## config.mk

```make
export PLATFORM = sky130hd
export DESIGN_NAME = alu_cmd_sequencer_flat
export DESIGN_NICKNAME = d
export VERILOG_FILES = /design/src/rtl/alu_seq_pkg.sv /design/src/rtl/alu_cmd_sequencer_if.sv /design/src/rtl/alu_cmd_sequencer_alu.sv /design/src/rtl/alu_cmd_sequencer.sv /design/src/flat_wrapper.sv
export SDC_FILE = /design/constraint.sdc
export NUM_CORES = 1
export LEC_CHECK = 0
export CAP_MARGIN = 25
export CORE_ASPECT_RATIO = 1.2
export CORE_UTILIZATION = 46
export DETAILED_ROUTE_END_ITERATION = 12
export HOLD_SLACK_MARGIN = 0.03
export PLACE_DENSITY = 0.65
export SLEW_MARGIN = 5
export SYNTH_ARGS = -nofsm -noshare
export SYNTH_HDL_FRONTEND = slang
export SYNTH_SLANG_ARGS = --single-unit
```

## constraint.sdc

```tcl
create_clock -name clk -period 6.7 [get_ports clk]
set_clock_uncertainty 0.15 [all_clocks]
set_input_delay 1.34 -clock clk [delete_from_list [all_inputs] [get_ports clk]]
set_output_delay 1.34 -clock clk [all_outputs]
set_load 0.01 [all_outputs]
```

## src/rtl/alu_seq_pkg.sv

```systemverilog
// Shared definitions for the ALU command sequencer: op-codes, the packed
// command-entry layout held in the FIFO, and the control state type.
package alu_seq_pkg;

  localparam logic [2:0] OP_ADD  = 3'd0;
  localparam logic [2:0] OP_SUB  = 3'd1;
  localparam logic [2:0] OP_AND  = 3'd2;
  localparam logic [2:0] OP_OR   = 3'd3;
  localparam logic [2:0] OP_XOR  = 3'd4;
  localparam logic [2:0] OP_NAND = 3'd5;
  localparam logic [2:0] OP_NOR  = 3'd6;
  localparam logic [2:0] OP_XNOR = 3'd7;

  // Entry layout, LSB first: chain(1) | b(8) | a(8) | op(3)
  localparam int ENTRY_W   = 20;
  localparam int CHAIN_LSB = 0;
  localparam int B_LSB     = 1;
  localparam int A_LSB     = 9;
  localparam int OP_LSB    = 17;

  typedef enum logic {
    ST_IDLE,
    ST_HOLD
  } seq_state_t;

  function automatic logic [ENTRY_W-1:0] pack_entry(
    input logic [2:0] op,
    input logic [7:0] a,
    input logic [7:0] b,
    input logic       chain
  );
    return {op, a, b, chain};
  endfunction

endpackage

```

## src/rtl/alu_cmd_sequencer_if.sv

```systemverilog
// Command and result handshake bundle between an upstream initiator (master)
// and the ALU command sequencer (slave).
interface alu_cmd_sequencer_if;
  logic       cmd_valid;
  logic       cmd_ready;
  logic [2:0] cmd_op;
  logic [7:0] cmd_a;
  logic [7:0] cmd_b;
  logic       cmd_chain;
  logic       res_valid;
  logic       res_ready;
  logic [7:0] res_data;
  logic       res_carry;

  modport master (
    output cmd_valid, cmd_op, cmd_a, cmd_b, cmd_chain, res_ready,
    input  cmd_ready, res_valid, res_data, res_carry
  );

  modport slave (
    input  cmd_valid, cmd_op, cmd_a, cmd_b, cmd_chain, res_ready,
    output cmd_ready, res_valid, res_data, res_carry
  );
endinterface

```

## src/rtl/alu_cmd_sequencer_alu.sv

```systemverilog
// Combinational 8-bit ALU datapath. Carry is always the add carry of the
// operands, independent of the selected operation.
module ALU
  import alu_seq_pkg::*;
(
  input  logic [2:0] op,
  input  logic [7:0] a,
  input  logic [7:0] b,
  output logic [7:0] result,
  output logic       carry
);

  logic [8:0] sum;

  assign sum   = {1'b0, a} + {1'b0, b};
  assign carry = sum[8];

  always_comb begin
    result = sum[7:0];
    case (op)
      OP_ADD:  result = sum[7:0];
      OP_SUB:  result = a - b;
      OP_AND:  result = a & b;
      OP_OR:   result = a | b;
      OP_XOR:  result = a ^ b;
      OP_NAND: result = ~(a & b);
      OP_NOR:  result = ~(a | b);
      OP_XNOR: result = ~(a ^ b);
      default: result = sum[7:0];
    endcase
  end

endmodule

```

## src/rtl/alu_cmd_sequencer.sv

```systemverilog
// Buffers ALU commands in a FIFO, issues one per cycle into the ALU and holds
// the registered result until the downstream handshake completes.
module alu_cmd_sequencer
  import alu_seq_pkg::*;
#(
  parameter int DEPTH = 4
) (
  input  logic                   clk,
  input  logic                   rst_n,
  alu_cmd_sequencer_if.slave     bus,
  output logic [$clog2(DEPTH):0] fifo_count,
  output logic                   busy
);

  localparam int PTR_W = $clog2(DEPTH);
  localparam int CNT_W = PTR_W + 1;
  localparam logic [CNT_W-1:0] FULL_COUNT = CNT_W'(DEPTH);

  logic [ENTRY_W-1:0] fifo_mem [DEPTH];
  logic [PTR_W-1:0]   wr_ptr;
  logic [PTR_W-1:0]   rd_ptr;
  logic [CNT_W-1:0]   count;

  logic               push;
  logic               issue;
  logic [ENTRY_W-1:0] head;
  logic [2:0]         head_op;
  logic [7:0]         head_a;
  logic [7:0]         head_b;
  logic               head_chain;

  logic [7:0]         acc;
  logic [7:0]         alu_a;
  logic [7:0]         alu_result;
  logic               alu_carry;
  logic [7:0]         res_data_q;
  logic               res_carry_q;

  seq_state_t         state;
  seq_state_t         state_next;

  // Ready depends only on the registered count, so a pop never frees a slot
  // for a push in the same cycle.
  assign bus.cmd_ready = (count < FULL_COUNT);
  assign push          = bus.cmd_valid && bus.cmd_ready;
  assign issue         = (count != '0) && ((state == ST_IDLE) || bus.res_ready);

  assign head       = fifo_mem[rd_ptr];
  assign head_op    = head[OP_LSB +: 3];
  assign head_a     = head[A_LSB +: 8];
  assign head_b     = head[B_LSB +: 8];
  assign head_chain = head[CHAIN_LSB];
  assign alu_a      = head_chain ? acc : head_a;

  ALU u_alu (
    .op     (head_op),
    .a      (alu_a),
    .b      (head_b),
    .result (alu_result),
    .carry  (alu_carry)
  );

  always_ff @(posedge clk) begin
    if (push) begin
      fifo_mem[wr_ptr] <= pack_entry(bus.cmd_op, bus.cmd_a, bus.cmd_b, bus.cmd_chain);
    end
  end

  always_ff @(posedge clk or negedge rst_n) begin
    if (!rst_n) begin
      wr_ptr <= '0;
      rd_ptr <= '0;
      count  <= '0;
    end else begin
      if (push) wr_ptr <= wr_ptr + 1'b1;
      if (issue) rd_ptr <= rd_ptr + 1'b1;
      case ({push, issue})
        2'b10:   count <= count + 1'b1;
        2'b01:   count <= count - 1'b1;
        default: count <= count;
      endcase
    end
  end

  always_ff @(posedge clk or negedge rst_n) begin
    if (!rst_n) begin
      state <= ST_IDLE;
    end else begin
      state <= state_next;
    end
  end

  // HOLD persists across back-to-back issues; it only drops on a handshake
  // that finds nothing left to issue.
  always_comb begin
    state_next = state;
    case (state)
      ST_IDLE: if (issue) state_next = ST_HOLD;
      ST_HOLD: if (!issue && bus.res_ready) state_next = ST_IDLE;
      default: state_next = ST_IDLE;
    endcase
  end

  // Result capture and accumulator load share the issue edge, so a chained
  // command issued next cycle already sees this result.
  always_ff @(posedge clk or negedge rst_n) begin
    if (!rst_n) begin
      res_data_q  <= 8'h00;
      res_carry_q <= 1'b0;
      acc         <= 8'h00;
    end else if (issue) begin
      res_data_q  <= alu_result;
      res_carry_q <= alu_carry;
      acc         <= alu_result;
    end
  end

  assign bus.res_valid = (state == ST_HOLD);
  assign bus.res_data  = res_data_q;
  assign bus.res_carry = res_carry_q;
  assign fifo_count    = count;
  assign busy          = (count != '0) || bus.res_valid;

endmodule

```

## src/flat_wrapper.sv

```systemverilog
// flat-port wrapper written by rule: the top's interface ports become plain ports
module alu_cmd_sequencer_flat import alu_seq_pkg::*;
#(
  parameter int DEPTH = 4
)
  (clk, rst_n, fifo_count, busy, bus_cmd_valid, bus_cmd_op, bus_cmd_a, bus_cmd_b, bus_cmd_chain, bus_res_ready, bus_cmd_ready, bus_res_valid, bus_res_data, bus_res_carry);
  alu_cmd_sequencer_if bus_i ();
  input  logic clk;
  input  logic rst_n;
  output logic [$clog2(DEPTH):0] fifo_count;
  output logic busy;
  input wire logic [$bits(bus_i.cmd_valid)-1:0] bus_cmd_valid;
  input wire logic [$bits(bus_i.cmd_op)-1:0] bus_cmd_op;
  input wire logic [$bits(bus_i.cmd_a)-1:0] bus_cmd_a;
  input wire logic [$bits(bus_i.cmd_b)-1:0] bus_cmd_b;
  input wire logic [$bits(bus_i.cmd_chain)-1:0] bus_cmd_chain;
  input wire logic [$bits(bus_i.res_ready)-1:0] bus_res_ready;
  output wire logic [$bits(bus_i.cmd_ready)-1:0] bus_cmd_ready;
  output wire logic [$bits(bus_i.res_valid)-1:0] bus_res_valid;
  output wire logic [$bits(bus_i.res_data)-1:0] bus_res_data;
  output wire logic [$bits(bus_i.res_carry)-1:0] bus_res_carry;
  assign bus_i.cmd_valid = bus_cmd_valid;
  assign bus_i.cmd_op = bus_cmd_op;
  assign bus_i.cmd_a = bus_cmd_a;
  assign bus_i.cmd_b = bus_cmd_b;
  assign bus_i.cmd_chain = bus_cmd_chain;
  assign bus_i.res_ready = bus_res_ready;
  assign bus_cmd_ready = bus_i.cmd_ready;
  assign bus_res_valid = bus_i.res_valid;
  assign bus_res_data = bus_i.res_data;
  assign bus_res_carry = bus_i.res_carry;
  alu_cmd_sequencer #(.DEPTH(DEPTH)) u_core (.clk(clk), .rst_n(rst_n), .bus(bus_i), .fifo_count(fifo_count), .busy(busy));
endmodule
```

Word level (Yosys, flattened, before mapping)
Memory sizes are Yosys's and may differ from the RTL's.
Index checks and enable logic that the tools add are counted.
- equal/unequal tests: 9
- bitwise gates (word level): 7
- multipliers: 0
- mux-type cells: 8
- reduce and logical (&&, ||, !) cells: 9
- shift operators: 0
- div/mod/pow operators: 0
- $lt $le $gt $ge: 1
- add/subtract/negate cells: 6
- operators with widths (cell ; number):
    case mux 8 bit (8 select lines) ; 1
    inverter 8 bit ; 3
    == test 3 bit, second input constant ; 4
    adder 8 x 8 -> 9 bit ; 1
    AND 8 bit ; 1
    two-way mux 8 bit ; 1
    bitwise OR 8 bit ; 1
    subtractor 8 bit ; 1
    bitwise XOR 8 bit ; 1
    == test 3 x 2 -> 1 bit, second input constant ; 2
    case mux 3 bit (2 select lines) ; 1
    adder 2 x 1 -> 2 bit, second input constant ; 2
    two-way mux 1 bit ; 4
    adder 3 x 1 -> 3 bit, second input constant ; 1
    == test 3 x 1 -> 1 bit, second input constant ; 1
    logical AND 1 bit ; 3
    logical NOT 3 bit ; 1
    < comparator 3 bit, second input constant ; 1
    nonzero test 3 bit ; 1
    subtractor 3 x 1 -> 3 bit, second input constant ; 1
    == test 2 x 1 -> 1 bit, second input constant ; 1
    == test 2 bit, second input constant ; 1
    logical OR 1 bit ; 2
    case mux 1 bit (2 select lines) ; 1
    other kinds (3) ; 3
- register bits: 17
- memory bits (read-only): 0
- RAM bits: 80
- input port bits: 24
- memories: 1
- word-level logic and storage cells: 47
- latch bits: 0
- memory list (memory ; depth ; bits a word ; rd ports ; clocked after Yosys merged registers in ; write ports ; line ; RTL):
    u_core.fifo_mem ; 4 ; 20 ; 1 ; 0 ; 1 ; alu_cmd_sequencer.sv:19 ; logic [ENTRY_W-1:0] fifo_mem [DEPTH];

Depth between registers and ports, before layout
- depth in word-level cells: 7
- depth in mapped cells: 15
- depth with buffers taken out: 12

By module
From an unflattened synthesis, not the netlist that was laid out.
- cells, all modules: 381
- area, all modules: 5261.3 µm²
- by module, submodules not included (module ; area each (µm²) ; sequential area each (µm²) ; instances ; cells an instance):
    alu_cmd_sequencer ; 3821.2 ; 2827.7 ; 1 ; 176
    ALU ; 1440.1 ; 0.0 ; 1 ; 205

Least setup slack after synthesis
OpenSTA, ideal clock, no wires.
- path kind: register to register
- start point: register u_core.rd_ptr[1]
- end point: register u_core.acc[6]
- stages on the path, launching flop included: 14
- arrival time: 3399 ps
- setup slack: 3023 ps
- required time: 6422 ps
- cell sequence: dfrtp_1 buf_2 buf_2 clkbuf_1 clkbuf_1 mux4_2 ha_1 fa_1 o21bai_1 a21oi_1 o31a_1 or3_1 a32oi_1 o21ai_0
- longest elaborated chain between the ends: 5
- RTL lines (item ; line ; RTL):
    start: declaration ; alu_cmd_sequencer.sv:21 ; logic [PTR_W-1:0] rd_ptr;
    start signal: assignment ; alu_cmd_sequencer.sv:76 ; if (issue) rd_ptr <= rd_ptr + 1'b1;
    memory read (4 x 20 bit) * ; - ;
    branches (longest 3 deep; another with subtractor 8 bit) ; - ;
    case mux 8 bit (8 select lines) * ; alu_cmd_sequencer_alu.sv:20 ; case (op)
    end signal: assignment ; alu_cmd_sequencer.sv:114 ; acc <= alu_result;
    end: declaration ; alu_cmd_sequencer.sv:32 ; logic [7:0] acc;
Mark *: on every way between the ends.
A chain may end at the register's enable or synchronous reset.

Final worst setup path
- start point: register u_core.rd_ptr[1]
- end point: register u_core.acc[7]
The elaborated chain is that of the path after synthesis.

==> impl_metrics.yaml <==
routing:
  drtAntennaViolNets: 0
  drt_pass1_iterations: 5
  post_drt_wl_per_cell_um: 19.06
  routed_wl_um: 11530
  viasPerCell: 5.679
  drc_errors: 0
  drt-initial-drc-count: 172
  vias: 3436
hold_path:
  min_delay_path_depth: 2
  hp-class: "reg -> reg"
  hold_start: "u_core.bus.res_carry"
  min_to: "u_core.bus.res_carry"
setup_path:
  crit_slowest_cell: "dfrtp_1"
  end_kind: "register"
  slowest_delay_ns: 0.75
  startpoint_type: "register"
  worstPathMaxFanout: 16
  cp_cell_sequence: "mux4_2, mux2i_1, inv_1, ha_1, o311ai_0, a21oi_1, or4_1, o2111ai_1, o221a_2"
  worst_r2r_endpoint: "u_core.acc[7]"
  regToRegSetupSlack_ns: 2.65
  r2r_cells: 9
  crit_required_ns: 6.83
  worstSetupPathType: "reg -> reg"
  cp.arrival_ns: 4.18
  r2r-start: "u_core.rd_ptr[1]"
clocking:
  cts_setup_buffers: 0
  clkLatencyLatePin_ns: 0.34
  cts_root_buf: "clkbuf_16"
  cts_tree: "yes"
  cts_max_path_buffers: 2
  numCtsBuffers: 9
  ctsHoldBuffers: 0
  cts.clk_slew.worst_paths_ns: 0.07
  cts_resized: 0
  cts_sinks: 97
  cts-htree-levels: 3
floorplanning:
  ios: 39
  dieArea_um2: 11970
  die_y_um: 119.7
  core_um2: 11140
  die_width_um: 100.0
  start_util_pct: 47.63
  fp-row-count: 42
synthesis:
  synth_area_um2: 5306
  async_flop_share_pct: 17.53
  syn_inst: 411
  seq_area_frac_synth_pct: 53.29
  synth-seq-cells: 97
  synth_flop_cell: "edfxtp_1"
  synth.distinct_cells: 55
  synth_edf_count: 80
  syn_nets: 467
  avgSynthCellArea_um2: 12.91
  yosys_warnings: 0
timing:
  finalHoldViolCount: 0
  worstMarginPinSlew_ns: 0.8695
  final.min_clock_period_ns: 4.051
  slew_headroom_pct: 41.85
  drv_slew: 0
  rsz0062_at_grt: "no"
  max_freq_ghz: 0.2468
  setup_tns_ns: 0
  setup_violations: 0
  period_share_pct: 60.46
placement:
  gp_congestion: 0.8827
  port-buffer-count: 38
  place.detailed.hpwl_um: 8148
  placed_cells: 589
finish:
  diodes: 0
  fillers: 919
  final_cells: 605
  drive_above_1_share_pct: 11.97
  seq_area_um2: 2829
  syn_to_final_growth_pct: 17.17
  multi_input_area_um2: 2256
  layout.nets: 502
global_route:
  grt_use_met2_pct: 33.10
  grt-busiest-layer: "met2"
  grt_overflow_total: 0
  antenna_found_initial: 0
  grt_use_total_pct: 20.68
  use_met3_pct: 3.145
  grt_max_degree: 24
  grt_pass1_wl_um: 18370
  met1_usage_pct: 28.69
  grt_pass1_vias: 3421
status:
  outcome: "finished clean"
flow_run:
  maxCapViolCount: 0
==> cell usage in the layout, fill, tap and decap left out, types with 17 or more instances in the layout <==
master,n
nor2_1,23
clkdlybuf4s50_1,38
mux2i_1,17
ha_1,29
nand2_1,22
inv_1,33
edfxtp_1,80
a21oi_1,25
mux4_2,19
o21ai_0,21
==> area by class of cell <==
| cell class | count | share of cell area, % |
|---|---|---|
| timing repair buffer | 45 | 7.849 |
| sequential | 97 | 45.50 |
| inverter | 33 | 1.992 |
| clock inverter | 6 | 1.590 |
| clock buffer | 10 | 3.683 |
| tap | 154 | 3.099 |
| multi-input combinational | 260 | 36.28 |
==> cells in the mapped netlist (all sizes together) (3+ instances only) <==
| master | number | area, um2 |
|---|---|---|
| a211oi | 4 | 30.03 |
| a21o | 4 | 30.03 |
| a21oi | 25 | 125.1 |
| a31oi | 5 | 31.28 |
| and2 | 6 | 37.54 |
| buf | 9 | 53.80 |
| clkbuf | 12 | 45.04 |
| dfrtp | 17 | 425.4 |
| edfxtp | 80 | 2402 |
| fa | 3 | 60.06 |
| ha | 29 | 362.9 |
| inv | 33 | 123.9 |
| mux2 | 9 | 108.9 |
| mux2i | 18 | 183.9 |
| mux4 | 21 | 480.5 |
| nand2 | 22 | 82.58 |
| nand2b | 5 | 31.28 |
| nand3 | 6 | 30.03 |
| nor2 | 23 | 86.33 |
| nor3 | 5 | 25.02 |
| o211ai | 6 | 45.04 |
| o21a | 3 | 22.52 |
| o21ai | 21 | 105.1 |
| o21bai | 3 | 22.52 |
| o22ai | 3 | 18.77 |
| o311ai | 3 | 26.28 |
| xnor2 | 9 | 78.83 |
==> worst max-delay path by stage <==
stage | startpoint | end | slack [ns]
2_1_floorplan | u_core.rd_ptr[1] | u_core.acc[6] | 3.02
3_3_place_gp | u_core.rd_ptr[0] | u_core.acc[7] | 2.80
3_5_place_dp | u_core.rd_ptr[0] | u_core.acc[7] | 2.69
4_1_cts | u_core.rd_ptr[1] | u_core.acc[7] | 2.67
5_1_grt | u_core.rd_ptr[1] | u_core.acc[7] | 2.34
6_report | u_core.rd_ptr[1] | u_core.acc[7] | 2.65
==> worst max-delay path, delay by kind of cell, from the launching register on <==
family | cells | cell delay [ns]
DFF | 1 | 0.75
muxes | 2 | 1.06
AOI/OAI and AO/OA | 4 | 1.22
buffers and inverters | 1 | 0.13
and+or+nand+nor | 1 | 0.43
adders and majority gates | 1 | 0.25
==> kinds of logic after synthesis <==
| kind of cell | synth area share [%] |
|---|---|
| compound gates | 12.14 |
| xor+xnor | 1.816 |
| fa+ha+maj | 7.970 |
| buf+inv | 4.197 |
| flops | 53.29 |
| mux | 14.57 |
| simple gates | 6.013 |
==> state kept, by name, summed over array words and instances (netlist names) <==
| signal | flops |
|---|---|
| u_core.bus.res_valid | 1 |
| u_core.fifo_count | 3 |
| u_core.rd_ptr | 2 |
| u_core.fifo_mem | 80 |
| u_core.bus.res_carry | 1 |
| u_core.acc | 8 |
| u_core.wr_ptr | 2 |
==> metal layers <==
layer  vias to the layer above  share of wire (%)
met3                        19                4.2
met2                       105                 49
met1                      1697                 45
met4                         0                1.5
met5                         -                  0
li1                       1615                  -
==> stage by stage <==
stage | cell area [um2] | hold WS (ns) | utilization (%) | setup WS (ns)
after floorplan | 5306 | 0.3662 | - | 3.023
after global placement | 5804 | 0.3368 | 52.10 | 2.795
after detailed placement | 5889 | 0.3418 | 52.86 | 2.692
after CTS | 6217 | 0.3604 | 55.81 | 2.666
after global routing | 6217 | 0.3945 | 55.81 | 2.343
final | 6217 | 0.3533 | 55.81 | 2.649
Power is left out: the tool's default activity adds up to more than one toggle a clock period on the data nets, which glitch-free logic cannot reach.
